**config.mk**
```make
export PLATFORM = sky130hd
export DESIGN_NAME = cnn_layer_accel_fas_vec_add_seq
export DESIGN_NICKNAME = d
export VERILOG_FILES = /design/src/rtl/cnn_layer_accel_fas_vec_add_seq.sv
export SDC_FILE = /design/constraint.sdc
export NUM_CORES = 1
export LEC_CHECK = 0
export CAP_MARGIN = 40
export CORE_ASPECT_RATIO = 0.75
export CORE_UTILIZATION = 46
export CTS_CLUSTER_SIZE = 12
export DETAILED_ROUTE_END_ITERATION = 6
export PLACE_DENSITY = 0.76
export SLEW_MARGIN = 25
export SYNTH_ARGS = -nofsm -noshare
export SYNTH_HDL_FRONTEND = slang
export SYNTH_SLANG_ARGS = --single-unit
export TNS_END_PERCENT = 30
```
**constraint.sdc**
```tcl
create_clock -name clk_FAS -period 1.85 [get_ports clk_FAS]
set_clock_uncertainty 0.1 [all_clocks]
set_input_delay 0.2775 -clock clk_FAS [delete_from_list [all_inputs] [get_ports clk_FAS]]
set_output_delay 0.2775 -clock clk_FAS [all_outputs]
set_load 0.02 [all_outputs]
```
**src/rtl/cnn_layer_accel_fas_vec_add_seq.sv**
```systemverilog
// Issue-side sequencer for the FAS vector adder.
//
// Handshake: a source FIFO is popped only on a fire cycle. Fire means the job
// is running, FAS is ready, the result FIFO has room, and every needed source
// FIFO is non-empty. All needed FIFOs are popped together, or none of them is.
// Unneeded FIFOs are never popped. pipe_enable, out_fifo_wren, the pop strobes
// and the add strobes are combinational and all follow fire in the same cycle.
module cnn_layer_accel_fas_vec_add_seq #(
  parameter int C_GRP_CNT_WTH = 16,
  parameter int C_DPTH_WTH    = 16
) (
  input  logic                     clk_FAS,
  input  logic                     rst,
  input  logic                     FAS_rdy_n,
  input  logic                     start,
  input  logic                     cfg_vector_add_pm,
  input  logic                     cfg_vector_add_rm0,
  input  logic                     cfg_vector_add_rm1,
  input  logic                     cfg_vector_add_rm_conv,
  input  logic                     cfg_vector_add_pv,
  input  logic [C_DPTH_WTH-1:0]    krnl1x1_dpth_end_cfg,
  input  logic [C_GRP_CNT_WTH-1:0] cfg_num_grp,
  input  logic                     convMap_fifo_empty,
  input  logic                     partMap_fifo_empty,
  input  logic                     resdMap_fifo_empty,
  input  logic                     prevMap_fifo_empty,
  input  logic                     conv1x1_dwc_fifo_empty,
  input  logic                     out_fifo_full,
  output logic                     convMap_fifo_rden,
  output logic                     partMap_fifo_rden,
  output logic                     resdMap_fifo_rden,
  output logic                     prevMap_fifo_rden,
  output logic                     conv1x1_dwc_fifo_rden,
  output logic                     pipe_enable,
  output logic                     vector_add_pm,
  output logic                     vector_add_rm0,
  output logic                     vector_add_rm1,
  output logic                     vector_add_rm_conv,
  output logic                     vector_add_pv,
  output logic                     out_fifo_wren,
  output logic [C_DPTH_WTH-1:0]    dpth_idx,
  output logic                     busy,
  output logic                     process_cmpl
);

  localparam logic [1:0] ST_IDLE = 2'd0;
  localparam logic [1:0] ST_RUN  = 2'd1;
  localparam logic [1:0] ST_DONE = 2'd2;

  localparam logic [C_DPTH_WTH-1:0]    DPTH_ONE = 1;
  localparam logic [C_GRP_CNT_WTH-1:0] GRP_ONE  = 1;

  // Mode bit order:   {pm, rm0, rm1, rm_conv, pv}
  // Source bit order: {conv, part, resd, prev, dwc}
  logic [1:0]               state_q, state_d;
  logic [4:0]               mode_q, mode_d;
  logic [4:0]               need_q, need_d;
  logic [C_DPTH_WTH-1:0]    end_q, end_d;
  logic [C_DPTH_WTH-1:0]    dpth_q, dpth_d;
  logic [C_GRP_CNT_WTH-1:0] grp_last_q, grp_last_d;
  logic [C_GRP_CNT_WTH-1:0] grp_q, grp_d;

  logic [4:0] cfg_mode;
  logic [4:0] cfg_need;
  logic [4:0] src_empty;
  logic       src_ok;
  logic       fire;
  logic       dpth_wrap;

  assign cfg_mode  = {cfg_vector_add_pm, cfg_vector_add_rm0, cfg_vector_add_rm1,
                      cfg_vector_add_rm_conv, cfg_vector_add_pv};
  assign cfg_need  = {cfg_mode[4] | cfg_mode[3] | cfg_mode[2],
                      cfg_mode[4] | cfg_mode[2],
                      cfg_mode[3] | cfg_mode[2] | cfg_mode[1],
                      cfg_mode[0],
                      cfg_mode[1] | cfg_mode[0]};
  assign src_empty = {convMap_fifo_empty, partMap_fifo_empty, resdMap_fifo_empty,
                      prevMap_fifo_empty, conv1x1_dwc_fifo_empty};

  assign src_ok    = ~|(need_q & src_empty);
  assign fire      = (state_q == ST_RUN) & ~FAS_rdy_n & ~out_fifo_full & src_ok;
  assign dpth_wrap = (dpth_q == end_q);

  // Next-state logic. A FAS-not-ready cycle aborts the job from any state.
  always_comb begin
    state_d    = state_q;
    mode_d     = mode_q;
    need_d     = need_q;
    end_d      = end_q;
    dpth_d     = dpth_q;
    grp_last_d = grp_last_q;
    grp_d      = grp_q;
    if (FAS_rdy_n) begin
      state_d = ST_IDLE;
      dpth_d  = '0;
      grp_d   = '0;
    end else begin
      case (state_q)
        ST_IDLE: begin
          if (start) begin
            mode_d     = cfg_mode;
            need_d     = cfg_need;
            end_d      = krnl1x1_dpth_end_cfg;
            // A group count of 0 runs one group.
            grp_last_d = (cfg_num_grp == '0) ? '0 : (cfg_num_grp - GRP_ONE);
            dpth_d     = '0;
            grp_d      = '0;
            state_d    = (|cfg_mode) ? ST_RUN : ST_DONE;
          end
        end
        ST_RUN: begin
          if (fire) begin
            if (dpth_wrap) begin
              dpth_d = '0;
              grp_d  = grp_q + GRP_ONE;
              if (grp_q == grp_last_q) state_d = ST_DONE;
            end else begin
              dpth_d = dpth_q + DPTH_ONE;
            end
          end
        end
        ST_DONE: state_d = ST_IDLE;
        default: state_d = ST_IDLE;
      endcase
    end
  end

  // State and counter registers with synchronous reset.
  always_ff @(posedge clk_FAS) begin
    if (rst) begin
      state_q    <= ST_IDLE;
      mode_q     <= '0;
      need_q     <= '0;
      end_q      <= '0;
      dpth_q     <= '0;
      grp_last_q <= '0;
      grp_q      <= '0;
    end else begin
      state_q    <= state_d;
      mode_q     <= mode_d;
      need_q     <= need_d;
      end_q      <= end_d;
      dpth_q     <= dpth_d;
      grp_last_q <= grp_last_d;
      grp_q      <= grp_d;
    end
  end

  assign pipe_enable           = fire;
  assign out_fifo_wren         = fire;
  assign convMap_fifo_rden     = fire & need_q[4];
  assign partMap_fifo_rden     = fire & need_q[3];
  assign resdMap_fifo_rden     = fire & need_q[2];
  assign prevMap_fifo_rden     = fire & need_q[1];
  assign conv1x1_dwc_fifo_rden = fire & need_q[0];
  assign vector_add_pm         = fire & mode_q[4];
  assign vector_add_rm0        = fire & mode_q[3];
  assign vector_add_rm1        = fire & mode_q[2];
  assign vector_add_rm_conv    = fire & mode_q[1];
  assign vector_add_pv         = fire & mode_q[0];
  assign dpth_idx              = dpth_q;
  assign busy                  = (state_q != ST_IDLE);
  assign process_cmpl          = (state_q == ST_DONE) & ~FAS_rdy_n;

endmodule

```
==> results.py, run 1 <==
metrics = {
    "run_status": {
        "outcome": "complete, but fails checks",
        "failed_checks": "negative setup slack",
    },
    "sta": {
        "hold_violations": 0,
        "slew_violations": 0,
        "fin_crit_ps": 2100,
        "tightest_slew_ps": 424,
        "rsz0062_at_grt": "yes",
        "setup_violations": 48,
        "holdWs_ps": 245,
        "setup-tns-final_ps": -4360,
        "fmax_mhz": 477,
        "worst_slack_ps": -246,
        "slew_headroom_pct": 71.5,
        "fin_crit_sh_pct": 113,
    },
    "pwr": {
        "combPwrFrac_pct": 18.1,
        "power.density_nw_per_um2": 600,
        "pwr-share-clk_pct": 35.8,
        "leakage_nw": 2.66,
        "swShare_pct": 29.0,
        "switchingPower_mw": 1.07,
        "p_total_mw": 3.68,
        "vdd.ir_drop.worst_v": 0.000537,
        "power_frac_seq_pct": 46.1,
        "internal_power_mw": 2.62,
    },
    "yosys": {
        "syn_nets": 521,
        "synth_common_cells": "dfxtp_1 (75), nand2_1 (74), nor2_1 (49), xnor2_1 (37), a21oi_1 (32)",
        "synth-seq-area-share_pct": 39.8,
        "synth.ff_latch_count": 75,
        "synth_most_common_cell": "dfxtp_1",
        "ys_warn_count": 0,
        "synth_area_leader_cell": "dfxtp_1",
        "avgSynthCellArea_um2": 8.02,
        "synth-async-reset-ratio_pct": 0,
        "yosys.area.top_type_share_pct": 39.8,
        "synth_ff_type": "dfxtp_1",
        "synth_area_leaders": "dfxtp_1 (40%), xnor2_1 (8.6%), nand2_1 (7.4%), xor2_1 (6.0%), nor2_1 (4.9%)",
        "synthDistinctLibCells": 44,
        "syn-instance-count": 471,
        "synth_edf_count": 0,
        "netlist_area_um2": 3780,
    },
    "critical_path": {
        "crit_type": "flop to primary output",
        "r2r_cells": 7,
        "crit_path_frequent_cell": "buf_6",
        "cp_data_arrival_time_ps": 1720,
        "critPathMaxFanout": 3,
        "critPathLaunchType": "flop",
        "worstPathCellList": "a211oi_4, and4b_2, buf_6, and2_4, buf_6",
        "crit_required_ps": 1470,
        "ff2ff_setup_slack_ps": -230,
        "r2r-end": "grp_q[15]$_SDFFE_PP0P_",
        "slowest_stage": "dfxtp_2",
        "critical_path.max_stage_delay_ps": 350,
        "r2r_start": "dpth_idx[3]$_SDFFE_PP0P_",
        "worst_setup_path_end_kind": "primary output",
    },
    "floorplanning": {
        "io-pin-count": 77,
        "die_x_um": 107,
        "dieArea_um2": 8580,
        "initial_core_util_pct": 47.7,
        "num_rows": 28,
        "die_h_um": 80.5,
        "design.core.area_um2": 7920,
    },
    "clock_network": {
        "cts_tree": "done",
        "clock_latency_ps": 370,
        "cts_root_buf": "clkbuf_8",
        "clk_path_buf_depth": 2,
        "htreeDepth": 3,
        "clkSlewWorstSetupHoldPaths_ps": 90,
        "holdBufCountCts": 0,
        "clkSinkCount": 75,
        "numCtsBuffers": 9,
    },
    "placed_design": {
        "place_congestion": 0.896,
        "dpl.hpwl_mm": 8.86,
        "io_buffers": 76,
        "detailedPlace.worstSlack_ps": -876,
        "place_inst": 729,
        "placed_cell_area_um2": 5380,
    },
    "global_routing": {
        "antenna_found_initial": 0,
        "grt_pass1_vias": 4057,
        "grt_max_degree": 38,
        "overflow": 0,
        "grt_pass1_wl_mm": 19.5,
        "grt.total_usage_pct": 29.4,
    },
    "cells_and_area": {
        "syn_to_final_growth_pct": 62.4,
        "utilization_pct": 77.5,
        "fin_nets": 698,
        "n_antenna_cell": 0,
        "finalNonFillerCells": 758,
        "drive_gt1_share_pct": 34.8,
        "fin_area_um2": 6130,
    },
    "routing": {
        "ant_nets": 0,
        "wire_per_inst_um": 18.4,
        "firstDrtPassIters": 5,
        "first_iter_violations": 305,
        "routed_wirelength_mm": 13.9,
        "avgViaCountPerCell": 5.70,
        "drc": 0,
        "vias": 4318,
    },
    "min_path": {
        "worstHoldPathType": "input pin to flop",
        "whs_path_depth": 3,
        "worstHoldEndpoint": "grp_last_q[0]$_SDFFE_PP0P_",
        "min_from": "cfg_num_grp[0]",
    },
    "job": {
        "cap_violations": 0,
    },
}
## power groups by stage
stage | combinational, mW | sequential, mW | clock [mW]
3_3_place_gp | 0.528 | 1.72 | 0
4_1_cts | 0.586 | 1.69 | 1.29
3_5_place_dp | 0.543 | 1.73 | 0
6_report | 0.665 | 1.70 | 1.32
2_1_floorplan | 0.242 | 1.72 | 0
5_1_grt | 0.703 | 1.70 | 1.38
## registers in the layout, indices dropped and copies added (netlist names)
signal and cells:
dpth_idx 16, end_q 16, grp_last_q 16, grp_q 16, mode_q 5, need_q 4
state_q 2
## how the worst max path moves through the flow
| stage | end | from | cells after the start |
|---|---|---|---|
| after detailed placement | convMap_fifo_rden | resdMap_fifo_empty | 6 |
| after global routing | partMap_fifo_rden | need_q[2]$_SDFFE_PP0P_ | 5 |
| after CTS | convMap_fifo_rden | need_q[2]$_SDFFE_PP0P_ | 5 |
| after floorplan | grp_q[15]$_SDFFE_PP0P_ | dpth_idx[13]$_SDFFE_PP0P_ | 6 |
| final | resdMap_fifo_rden | need_q[2]$_SDFFE_PP0P_ | 5 |
| after global placement | prevMap_fifo_rden | resdMap_fifo_empty | 6 |
## layer usage
metal  track usage (%)  wire length [um]  up-vias
li1                  -                 -     1980
met1              38.8              5850     2091
met2              47.7              6680      213
met3              7.39              1150       34
met4              8.08               243        0
met5                 0                 0        -
## layout make-up
| cell class | count | area, um^2 |
|---|---|---|
| Clock inverter | 5 | 42.5 |
| Tap cell | 105 | 131 |
| Multi-Input combinational cell | 366 | 2500 |
| Clock buffer | 11 | 163 |
| Timing Repair Buffer | 186 | 1710 |
| Fill cell | 497 | 1780 |
| Sequential cell | 75 | 1550 |
| Inverter | 10 | 37.5 |
## critical path, delay by kind of cell, from the launching register on
family                 cells  cell delay (ps)
AOI/OAI and AO/OA          1              280
buffers and inverters      2              250
and+or+nand+nor            2              480
DFF                        1              350
## cells by family (layout without fill, tap and decap cells)
family,Yosys count,after routing,share of synthesized area (%)
xor+xnor,63,63,14.6
compound gates,72,72,11.2
flops,75,75,39.8
mux,3,3,0.795
buf+inv,30,212,3.31
fa+ha+maj,3,3,0.994
simple gates,225,225,29.3
## cell usage in the layout (no fill, tap or decap), drive strengths merged, types with 4 or more instances in the layout
master,netlist,routed
and4,6,6
buf,8,123
dfxtp,75,75
and3,4,4
inv,10,11
or3,5,5
nor3,21,21
dlygate4sd2,0,9
nor2,49,49
nand4,14,14
clkdlybuf4s50,0,37
dlymetal6s2s,0,16
and2,10,10
o21ai,18,18
a211oi,7,7
nand2,74,74
nor4,9,9
a21oi,32,32
xor2,26,26
a22oi,4,4
nand3,19,19
clkbuf,12,11
nand2b,4,4
xnor2,37,37
## timing repair
item | CTS | global route
endpoints found under the setup margin | 67 | 72
endpoints found under the hold margin | 0 | 0
resized for setup | 137 | 73
setup buffers | 4 | 7
pin swaps | 17 | 26
gates cloned | 2 | 0
Power figures use the tool's default switching activity.
==> run 2, diff against run 1 <==
CORE_UTILIZATION = 24   (was 46)
PLACE_DENSITY = default   (was 0.76)
PLACE_DENSITY_LB_ADDON = 0.08   (was default)
==> run 2 against run 1 <==
  * The flow still finishes with violations (negative setup slack)
  * Critical path type is now input pin to primary output
  * Largest cell class unchanged
  * Via count fell by 9.5%
  * Combinational power fell by 0.6%
  * Sequential cell count did not move
  * Setup slack improved by 80 ps
  * Sequential share of layout area fell by 1.1 points
  * First-iteration DRC count fell by 41%
==> results.py, run 2 (synthesis gave the netlist of run 1 again) <==
metrics = {
    "run_status": {
        "outcome": "complete, but fails checks",
        "failed_checks": "negative setup slack",
    },
    "routing": {
        "firstDrtPassIters": 5,
        "ant_nets": 0,
        "first_iter_violations": 179,
        "vias": 3906,
        "drc": 0,
        "avgViaCountPerCell": 4.55,
        "wire_per_inst_um": 15.5,
        "routed_wirelength_mm": 13.3,
    },
    "placed_design": {
        "place_congestion": 0.790,
        "place_inst": 831,
        "dpl.hpwl_mm": 9.75,
        "io_buffers": 76,
        "placed_cell_area_um2": 5540,
    },
    "critical_path": {
        "worstPathCellList": "clkdlybuf4s50_1, a22oi_2, and4b_2, and2_4, buf_6",
        "cp_data_arrival_time_ps": 1640,
        "r2r_cells": 7,
        "crit_required_ps": 1470,
        "crit_type": "input pin to primary output",
        "critPathMaxFanout": 6,
        "slowest_stage": "clkdlybuf4s50_1",
        "critPathLaunchType": "input pin",
        "critical_path.max_stage_delay_ps": 420,
        "worst_setup_path_end_kind": "primary output",
    },
    "sta": {
        "slew_headroom_pct": 71.6,
        "fmax_mhz": 496,
        "worst_slack_ps": -166,
        "fin_crit_ps": 2020,
        "setup_violations": 46,
        "tightest_slew_ps": 425,
        "holdWs_ps": 237,
        "hold_violations": 0,
        "slew_violations": 0,
        "setup-tns-final_ps": -4370,
        "rsz0062_at_grt": "yes",
        "fin_crit_sh_pct": 109,
    },
    "global_routing": {
        "overflow": 0,
        "grt_pass1_wl_mm": 20.6,
        "antenna_found_initial": 1,
        "grt_max_degree": 38,
        "grt.total_usage_pct": 16.6,
        "grt_pass1_vias": 3711,
    },
    "cells_and_area": {
        "drive_gt1_share_pct": 36.0,
        "fin_nets": 698,
        "mostFrequentLayoutCells": "buf_4 (96), nand2_1 (73), dfxtp_1 (49)",
        "n_antenna_cell": 0,
        "layout_commonest_cell": "buf_4",
        "fin_area_um2": 6400,
        "finalNonFillerCells": 858,
        "syn_to_final_growth_pct": 69.6,
        "nFillCells": 1577,
    },
    "pwr": {
        "power.density_nw_per_um2": 638,
        "power_frac_seq_pct": 41.6,
        "combPwrFrac_pct": 16.2,
        "internal_power_mw": 3.03,
        "swShare_pct": 25.8,
        "vdd.ir_drop.worst_v": 0.000357,
        "leakage_nw": 2.61,
        "pwr-share-clk_pct": 42.2,
        "p_total_mw": 4.08,
        "switchingPower_mw": 1.05,
    },
    "min_path": {
        "whs_path_depth": 3,
        "worstHoldPathType": "input pin to flop",
    },
    "clock_network": {
        "cts_root_buf": "clkbuf_16",
        "htreeDepth": 3,
        "clk_path_buf_depth": 2,
        "numCtsBuffers": 9,
        "clkSlewWorstSetupHoldPaths_ps": 60,
        "clock_latency_ps": 340,
        "clkSinkCount": 75,
        "holdBufCountCts": 0,
        "cts_tree": "done",
    },
    "job": {
        "cap_violations": 0,
    },
    "floorplanning": {
        "die_h_um": 111,
        "design.core.area_um2": 15300,
        "die_x_um": 147,
        "num_rows": 39,
        "initial_core_util_pct": 24.6,
        "io-pin-count": 77,
        "dieArea_um2": 16200,
    },
}
run 2: changes by cell type in the layout (fill, tap and decap cells not counted), moves of 3 or more:
cell / change
clkbuf_16: +10
clkbuf_8: -9
nor2_4: +6
clkdlybuf4s50_1: +5
dlymetal6s2s_1: -5
nor2_1: -4
a22oi_1: -3
a22oi_2: +3
and2_1: -3
and2_4: +3
buf_6: -3
clkinv_4: -3
nor4_2: +3
o21ai_2: -3
run 2: through the flow:
step / worst slack (ps) / util [%]
2_1_floorplan: -146 / -
3_3_place_gp: -951 / 36.2
3_5_place_dp: -997 / 36.2
4_1_cts: -177 / 39.4
5_1_grt: -243 / 41.8
6_report: -166 / 41.8
run 2: per-layer routing:
metal / track usage, % / up-vias / share of wire [%]
li1: - / 1986 / -
met1: 26.0 / 1816 / 55
met2: 21.4 / 89 / 39
met3: 4.42 / 13 / 4.5
met4: 5.00 / 2 / 1.1
met5: 0 / - / 0.11
run 2: timing repair:
item	4_1_cts	5_1_grt
pin swaps	10	31
setup buffers	1	7
setup endpoints to repair	77	88
cloned	2	1
endpoints found under the hold margin	0	0
gates resized for setup	128	83
run 2: power groups by stage:
stage	clock [mW]	combinational (mW)	sequential, mW
2_1_floorplan	0	0.242	1.72
3_3_place_gp	0	0.552	1.73
3_5_place_dp	0	0.555	1.73
4_1_cts	1.79	0.591	1.70
5_1_grt	1.86	0.715	1.70
6_report	1.72	0.661	1.70
run 2: worst paths after layout:
| check | startpoint | to | slack (ps) |
|---|---|---|---|
| min reg2reg | end_q[1]$_SDFFE_PP0P_ | end_q[1]$_SDFFE_PP0P_ | 360 |
| max reg2reg | dpth_idx[14]$_SDFFE_PP0P_ | grp_q[15]$_SDFFE_PP0P_ | -140 |
| min | cfg_num_grp[0] | grp_last_q[0]$_SDFFE_PP0P_ | 240 |
| max | prevMap_fifo_empty | vector_add_rm0 | -170 |
run 2: final cells by class:
cell class                 instances  area [um^2]  share of cell area, %
timing repair buffer             184         1700                   26.6
multi-input combinational        368         2560                   40.0
clock buffer                      13          272                   4.24
inverter                          10         37.5                  0.586
clock inverter                     3         20.0                  0.313
sequential                        75         1550                   24.2
tap                              205          256                   4.00
run 2: worst max-delay path, delay by kind of cell:
family / cells / cell delay [ps]
AOI/OAI and AO/OA: 1 / 270
buffers and inverters: 2 / 530
and+or+nand+nor: 2 / 560
